===== src/rtl/store_write_buffer.sv =====
// -----------------------------------------------------------------------------
// store_write_buffer
//
// Posted-store FIFO sitting between the core's memory-stage store port and a
// slower external data memory. The core may push one store per cycle; entries
// drain in program order over a valid/ready handshake. The core is stalled only
// when the buffer is full.
//
// Parameters
//    ADDR_W  store address width
//    DATA_W  store data width
//    DEPTH   number of entries (power of two, >= 2)
//
// Ports
//    clk            clock, all state updates on the rising edge
//    rst            asynchronous active-low reset
//    cpu_mem_write  store request from the core
//    cpu_data_adr   store address
//    cpu_write_data store data
//    cpu_stall      store not accepted this cycle; core holds its request
//    mem_valid      head entry presented to external memory
//    mem_adr        head entry address (0 when empty)
//    mem_wdata      head entry data (0 when empty)
//    mem_ready      external memory accepts the head this cycle
//    count          occupied entries, 0..DEPTH
//    empty          count == 0
//
// Optional feature
//    WB_COALESCE_EN: a store whose address matches the most recently pushed
//    entry overwrites that entry's data in place, provided that entry is not
//    the head currently being presented. Such a store is accepted even when
//    the buffer is full.
// -----------------------------------------------------------------------------
module store_write_buffer #(
   parameter int ADDR_W = 22,
   parameter int DATA_W = 22,
   parameter int DEPTH  = 4
) (
   input  logic                     clk,
   input  logic                     rst,
   input  logic                     cpu_mem_write,
   input  logic [ADDR_W-1:0]        cpu_data_adr,
   input  logic [DATA_W-1:0]        cpu_write_data,
   output logic                     cpu_stall,
   output logic                     mem_valid,
   output logic [ADDR_W-1:0]        mem_adr,
   output logic [DATA_W-1:0]        mem_wdata,
   input  logic                     mem_ready,
   output logic [$clog2(DEPTH):0]   count,
   output logic                     empty
);

   localparam int IDX_W = $clog2(DEPTH);
   localparam int PTR_W = IDX_W + 1;

   // Entry storage; deliberately not reset.
   logic [ADDR_W-1:0] adr_mem  [DEPTH];
   logic [DATA_W-1:0] data_mem [DEPTH];

   // Pointers carry one extra wrap bit so full and empty are distinguishable.
   logic [PTR_W-1:0] wr_ptr_reg;
   logic [PTR_W-1:0] rd_ptr_reg;

   logic [IDX_W-1:0] wr_idx;
   logic [IDX_W-1:0] rd_idx;
   logic             full;
   logic             push;
   logic             pop;
   logic             coalesce;
   logic [IDX_W-1:0] coalesce_idx;

   assign wr_idx = wr_ptr_reg[IDX_W-1:0];
   assign rd_idx = rd_ptr_reg[IDX_W-1:0];

   assign empty = (wr_ptr_reg == rd_ptr_reg);
   assign full  = (wr_ptr_reg[PTR_W-1] != rd_ptr_reg[PTR_W-1]) && (wr_idx == rd_idx);
   assign count = wr_ptr_reg - rd_ptr_reg;

`ifdef WB_COALESCE_EN
   // The most recently pushed entry sits just behind wr_ptr. It is only safe to
   // merge into it when it is not the head, i.e. at least two entries are held.
   assign coalesce_idx = wr_idx - IDX_W'(1);
   assign coalesce     = cpu_mem_write
                         && (count >= PTR_W'(2))
                         && (adr_mem[coalesce_idx] == cpu_data_adr);
`else
   assign coalesce_idx = '0;
   assign coalesce     = 1'b0;
`endif

   // A full buffer refuses the push even if the head pops this same cycle.
   assign push      = cpu_mem_write && !full && !coalesce;
   assign cpu_stall = cpu_mem_write && full && !coalesce;
   assign pop       = mem_valid && mem_ready;

   assign mem_valid = !empty;
   assign mem_adr   = empty ? '0 : adr_mem[rd_idx];
   assign mem_wdata = empty ? '0 : data_mem[rd_idx];

   always_ff @(posedge clk or negedge rst) begin
      if (!rst) begin
         wr_ptr_reg <= '0;
         rd_ptr_reg <= '0;
      end else begin
         if (push) begin
            wr_ptr_reg <= wr_ptr_reg + PTR_W'(1);
         end
         if (pop) begin
            rd_ptr_reg <= rd_ptr_reg + PTR_W'(1);
         end
      end
   end

   always_ff @(posedge clk) begin
      if (push) begin
         adr_mem[wr_idx]  <= cpu_data_adr;
         data_mem[wr_idx] <= cpu_write_data;
      end else if (coalesce) begin
         data_mem[coalesce_idx] <= cpu_write_data;
      end
   end

endmodule


===== config.mk =====
export PLATFORM = sky130hd
export DESIGN_NAME = store_write_buffer
export DESIGN_NICKNAME = d
export VERILOG_FILES = /design/src/rtl/store_write_buffer.sv
export SDC_FILE = /design/constraint.sdc
export NUM_CORES = 1
export LEC_CHECK = 0
export CORE_MARGIN = 2
export CORE_UTILIZATION = 30
export DETAILED_ROUTE_END_ITERATION = 8
export PLACE_DENSITY = 0.46
export SLEW_MARGIN = 25
export SYNTH_ARGS = -nofsm -noshare
export SYNTH_HDL_FRONTEND = slang
export SYNTH_SLANG_ARGS = --single-unit

===== constraint.sdc =====
create_clock -name clk -period 4.3 [get_ports clk]
set_clock_uncertainty 0.05 [all_clocks]
set_input_delay 0.43 -clock clk [delete_from_list [all_inputs] [get_ports clk]]
set_output_delay 0.43 -clock clk [all_outputs]
set_load 0.05 [all_outputs]

; Word-level counts from Yosys, hierarchy flattened
; Memories as Yosys holds them, arrays and structs flattened.
; Cells that the tools add are included.
[totals]
register_bits = 6
ramBits = 176
input_bits = 48
output_inout_bits = 50
memories = 2
[op_classes]
add_sub_neg = 3
n_eq_ne = 3
muxes = 4
reduce_logical = 6
[memory_table]
columns = memory, words, width, rd, rd_ports_with_merged_regs, write_ports, line
row1 = adr_mem, 4, 22, 1, 0, 1, 57  ; logic [ADDR_W-1:0] adr_mem [DEPTH];
row2 = data_mem, 4, 22, 1, 0, 1, 58  ; logic [DATA_W-1:0] data_mem [DEPTH];
[op_table]
columns = operator, n
row1 = $mux W22, 2
row2 = $add A3 B1 Y3 const B, 2
row3 = $logic_and A1 B1 Y1, 4
row4 = $eq A3 B3 Y1, 1
row5 = $sub A3 B3 Y3, 1
row6 = $eq A2 B2 Y1, 1
row7 = $logic_not A1 Y1, 2
row8 = $mux W1, 2
row9 = $ne A1 B1 Y1, 1

; Depth between registers and ports, before layout
[logic_depth]
depth_word = 6
ltp_mapped = 8

; Worst setup path after synthesis
; OpenSTA, ideal clock, no wires.
[synth_timing]
path_type = register to register
from = register rd_ptr_reg[1]
to = memory adr_mem[0][0] (enable)
setup_time_ns = 0.406
arrival_time_ns = 2.368
path_slack_ns = 1.476
path_stages_with_launch = 7
path_buffers = 2
period_less_slack_ns = 2.824
path_cell_list = dfrtp_1 buf_2 buf_2 inv_1 ha_1 nand3_1 and3_1
[synth_via]
elab_chain_cells = 6
[synth_lines]
columns = element, line
row1 = from (decl), 62  ; logic [PTR_W-1:0] rd_ptr_reg;
row2 = from (signal assigned), 109  ; rd_ptr_reg <= rd_ptr_reg + PTR_W'(1);
row3 = $eq A2 B2 Y1, 76  ; assign full = (wr_ptr_reg[PTR_W-1] != rd_ptr_reg[PTR_W-1]) && (wr_idx == rd_idx);
row4 = $logic_and A1 B1 Y1, 76
row5 = $logic_not A1 Y1, 92  ; assign push = cpu_mem_write && !full && !coalesce;
row6 = $logic_and A1 B1 Y1, 92
row7 = $mux W1, 115  ; if (push) begin
row8 = $mux W1 (not written as such), 116  ; adr_mem[wr_idx] <= cpu_data_adr;
row9 = to (decl), 57
; No other way between the ends.

; Final worst setup path
[layout_timing]
from = register rd_ptr_reg[0]
to = output port mem_adr[1]
[layout_via]
elab_chain_cells = 2
word_cells_on_any_way = 3
[layout_lines]
columns = element, line
row1 = $mem_v2 Z4 W22 / $eq A3 B3 Y1 (equally long branches), n/a
row2 = $mux W22 (*), 97  ; assign mem_adr = empty ? '0 : adr_mem[rd_idx];
row3 = to (decl), 46  ; output logic [ADDR_W-1:0] mem_adr,
; Mark *: on every way between the ends. The rest lies on a longest branch, timed or not.

==> qor.yml <==
status: "finished, final reports clean"
dieArea_um2: 26300
slowest_stage: "clkdlybuf4s50_1"
syn_nets: 381
row_count: 57
yosys.area.top_type: "edfxtp_1"
rsz0062_at_grt: "false"
chipHeight_um: 162
syn_area_um2: 7490
cts_resized: 0
cp_data_arrival_time_ps: 3200
async_flop_share_pct: 3.30
drive_gt1_share_pct: 29.2
reg.largest.list: "adr_mem (88), data_mem (88)"
ys_seq_area_share_pct: 72.6
cts_buffers: 17
synth_top_area_share_pct: 70.6
synth.most_common_cell: "edfxtp_1"
hpwlAfterDp_mm: 8.74
clk_pin_slew_ps: 70
grt_use_total_pct: 11.8
multi_input_area_um2: 1870
min_period_ps: 3680
min_path_type: "in -> async"
regArea_um2: 5440
ant_nets: 0
ys_ff_latch: 182
drt-total-wl_mm: 14.6
syn-instance-count: 325
synth_area_leaders: "edfxtp_1, mux4_2, nor2b_4, dfrtp_1, ha_1"
grt_start_max_net_pins: 48
area_delta_synth_final_pct: 24.8
crit_fanout: 31
maxSlewViolCount: 0
grt_overflow: 0
max-slew-margin-rel_pct: 49.9
place_congestion: 0.705
root_buffer: "clkbuf_16"
ys.flop_type: "edfxtp_1"
cts_tree: "yes"
preCtsSetupSlack_ps: 1020
synth_area_per_cell_um2: 23.0
critPathCaptureType: "output pin"
cts.sinks: 182
die_w_um: 162
setup_slack_ps: 621
grt_pass1_wl_mm: 22.5
grt_pass1_vias: 3819
remaining_drc_errors: 0
first_pass_iters: 4
clockBufferDepth: 2
antenna_found_initial: 1
antenna_cells: 0
required_ps: 3820
cts_max_level: 4
period_share_pct: 85.6
max_cap_viol_count: 0
hold_viol_final: 0
cts_setup_buffers: 0
synth-edff-count: 176
worst_slew_pin_slew_ps: 752
synthTopCellsByCount: "edfxtp_1, mux4_2, nor2b_4"
worstPathCellList: "ha_1 -> nand2_1 -> nor2_4 -> buf_12 -> nor2b_1 -> clkdlybuf4s50_1"
synth_cell_types: 26
hold_buffers: 0
vias_per_cell: 4.38
setup_viol: 0
cp-start-kind: "register"
critPathKind: "reg -> out"
critical-path-max-stage-delay_ps: 840
vias: 3385
synth_warnings: 0
wire_per_inst_um: 18.9
ios: 98
insertion_delay_ps: 420
fin_setup_tns_ps: 0
drt_iter0_drc: 162
io_buffer_count: 97
fillers: 2290
core_area_um2: 24400
initial_core_util_pct: 30.7
fmax_ghz: 0.272
final_nets: 494
## cells in the final DEF, fill, tap and decap left out, types with 2 or more instances in the layout
master | synthesis | layout
clkinv_1 | 0 | 2
clkinvlp_4 | 0 | 3
clkinv_4 | 0 | 4
mux4_2 | 41 | 41
ha_1 | 7 | 7
nand2_1 | 5 | 5
clkdlybuf4s50_1 | 0 | 97
clkbuf_16 | 0 | 17
o21ai_0 | 2 | 2
o21ai_2 | 2 | 2
dfrtp_1 | 6 | 4
mux2_2 | 2 | 2
and3_2 | 0 | 4
xnor2_1 | 4 | 4
edfxtp_1 | 176 | 176
nor2b_1 | 6 | 6
nor2b_4 | 38 | 38
mux4_1 | 3 | 3
inv_1 | 7 | 7
buf_4 | 0 | 10
## final cells by class
cell class / count / share of cell area [%]
Sequential cell: 182 / 58.2
Multi-Input combinational cell: 121 / 20.0
Clock buffer: 18 / 4.59
Timing Repair Buffer: 108 / 11.4
Inverter: 8 / 0.321
Clock inverter: 12 / 1.16
Tap cell: 324 / 4.34
## metal layers
layer | vias up | GRT usage [%] | wire (µm)
met2 | 70 | 19.7 | 7340
met3 | 13 | 3.17 | 567
li1 | 1531 | - | -
met5 | - | 0 | 13
met4 | 2 | 4.22 | 193
met1 | 1769 | 15.0 | 6500
## critical path, delay by kind of cell (launching register included)
family                     cells  cell delay [ps]
adders and majority gates      1              370
buffers and inverters          2             1050
DFF                            1              770
and+or+nand+nor                3              550
## cell families after synthesis
logic type               after synthesis  share of synthesized area, %
flip-flops                           182                          72.6
buffers and inverters                 22                          2.61
multiplexers                          48                          14.0
AO/OA/AOI/OAI                          4                         0.368
adder cells (fa/ha/maj)                8                          1.44
XOR/XNOR                               5                         0.685
AND/OR/NAND/NOR                       56                          8.33
## final timing paths
check	to	startpoint	cells past startpoint	slack, ps
worst min-delay path	wr_ptr_reg[0]	rst	1	210
min in group clk	wr_ptr_reg[0]	wr_ptr_reg[0]	1	500
worst min register to register	wr_ptr_reg[0]	wr_ptr_reg[0]	1	500
worst max register to register	adr_mem[2][21]	rd_ptr_reg[0]	4	1500
max in group asynchronous	rd_ptr_reg[0]	rst	1	3700
worst max-delay path	mem_adr[1]	rd_ptr_reg[0]	6	620
## stage by stage
step / hold slack (ps) / util, % / instance area, µm² / std cells
3_3_place_gp: 474 / 36.1 / 8810 / 743
3_5_place_dp: 484 / 36.1 / 8810 / 743
5_1_grt: 219 / 38.3 / 9350 / 773
2_1_floorplan: 84.4 / - / 7490 / 325
6_report: 214 / 38.3 / 9350 / 773
4_1_cts: 206 / 38.3 / 9350 / 773
Power is left out: the tool's default activity adds up to more than one toggle a clock period on the data nets, which glitch-free logic cannot reach.
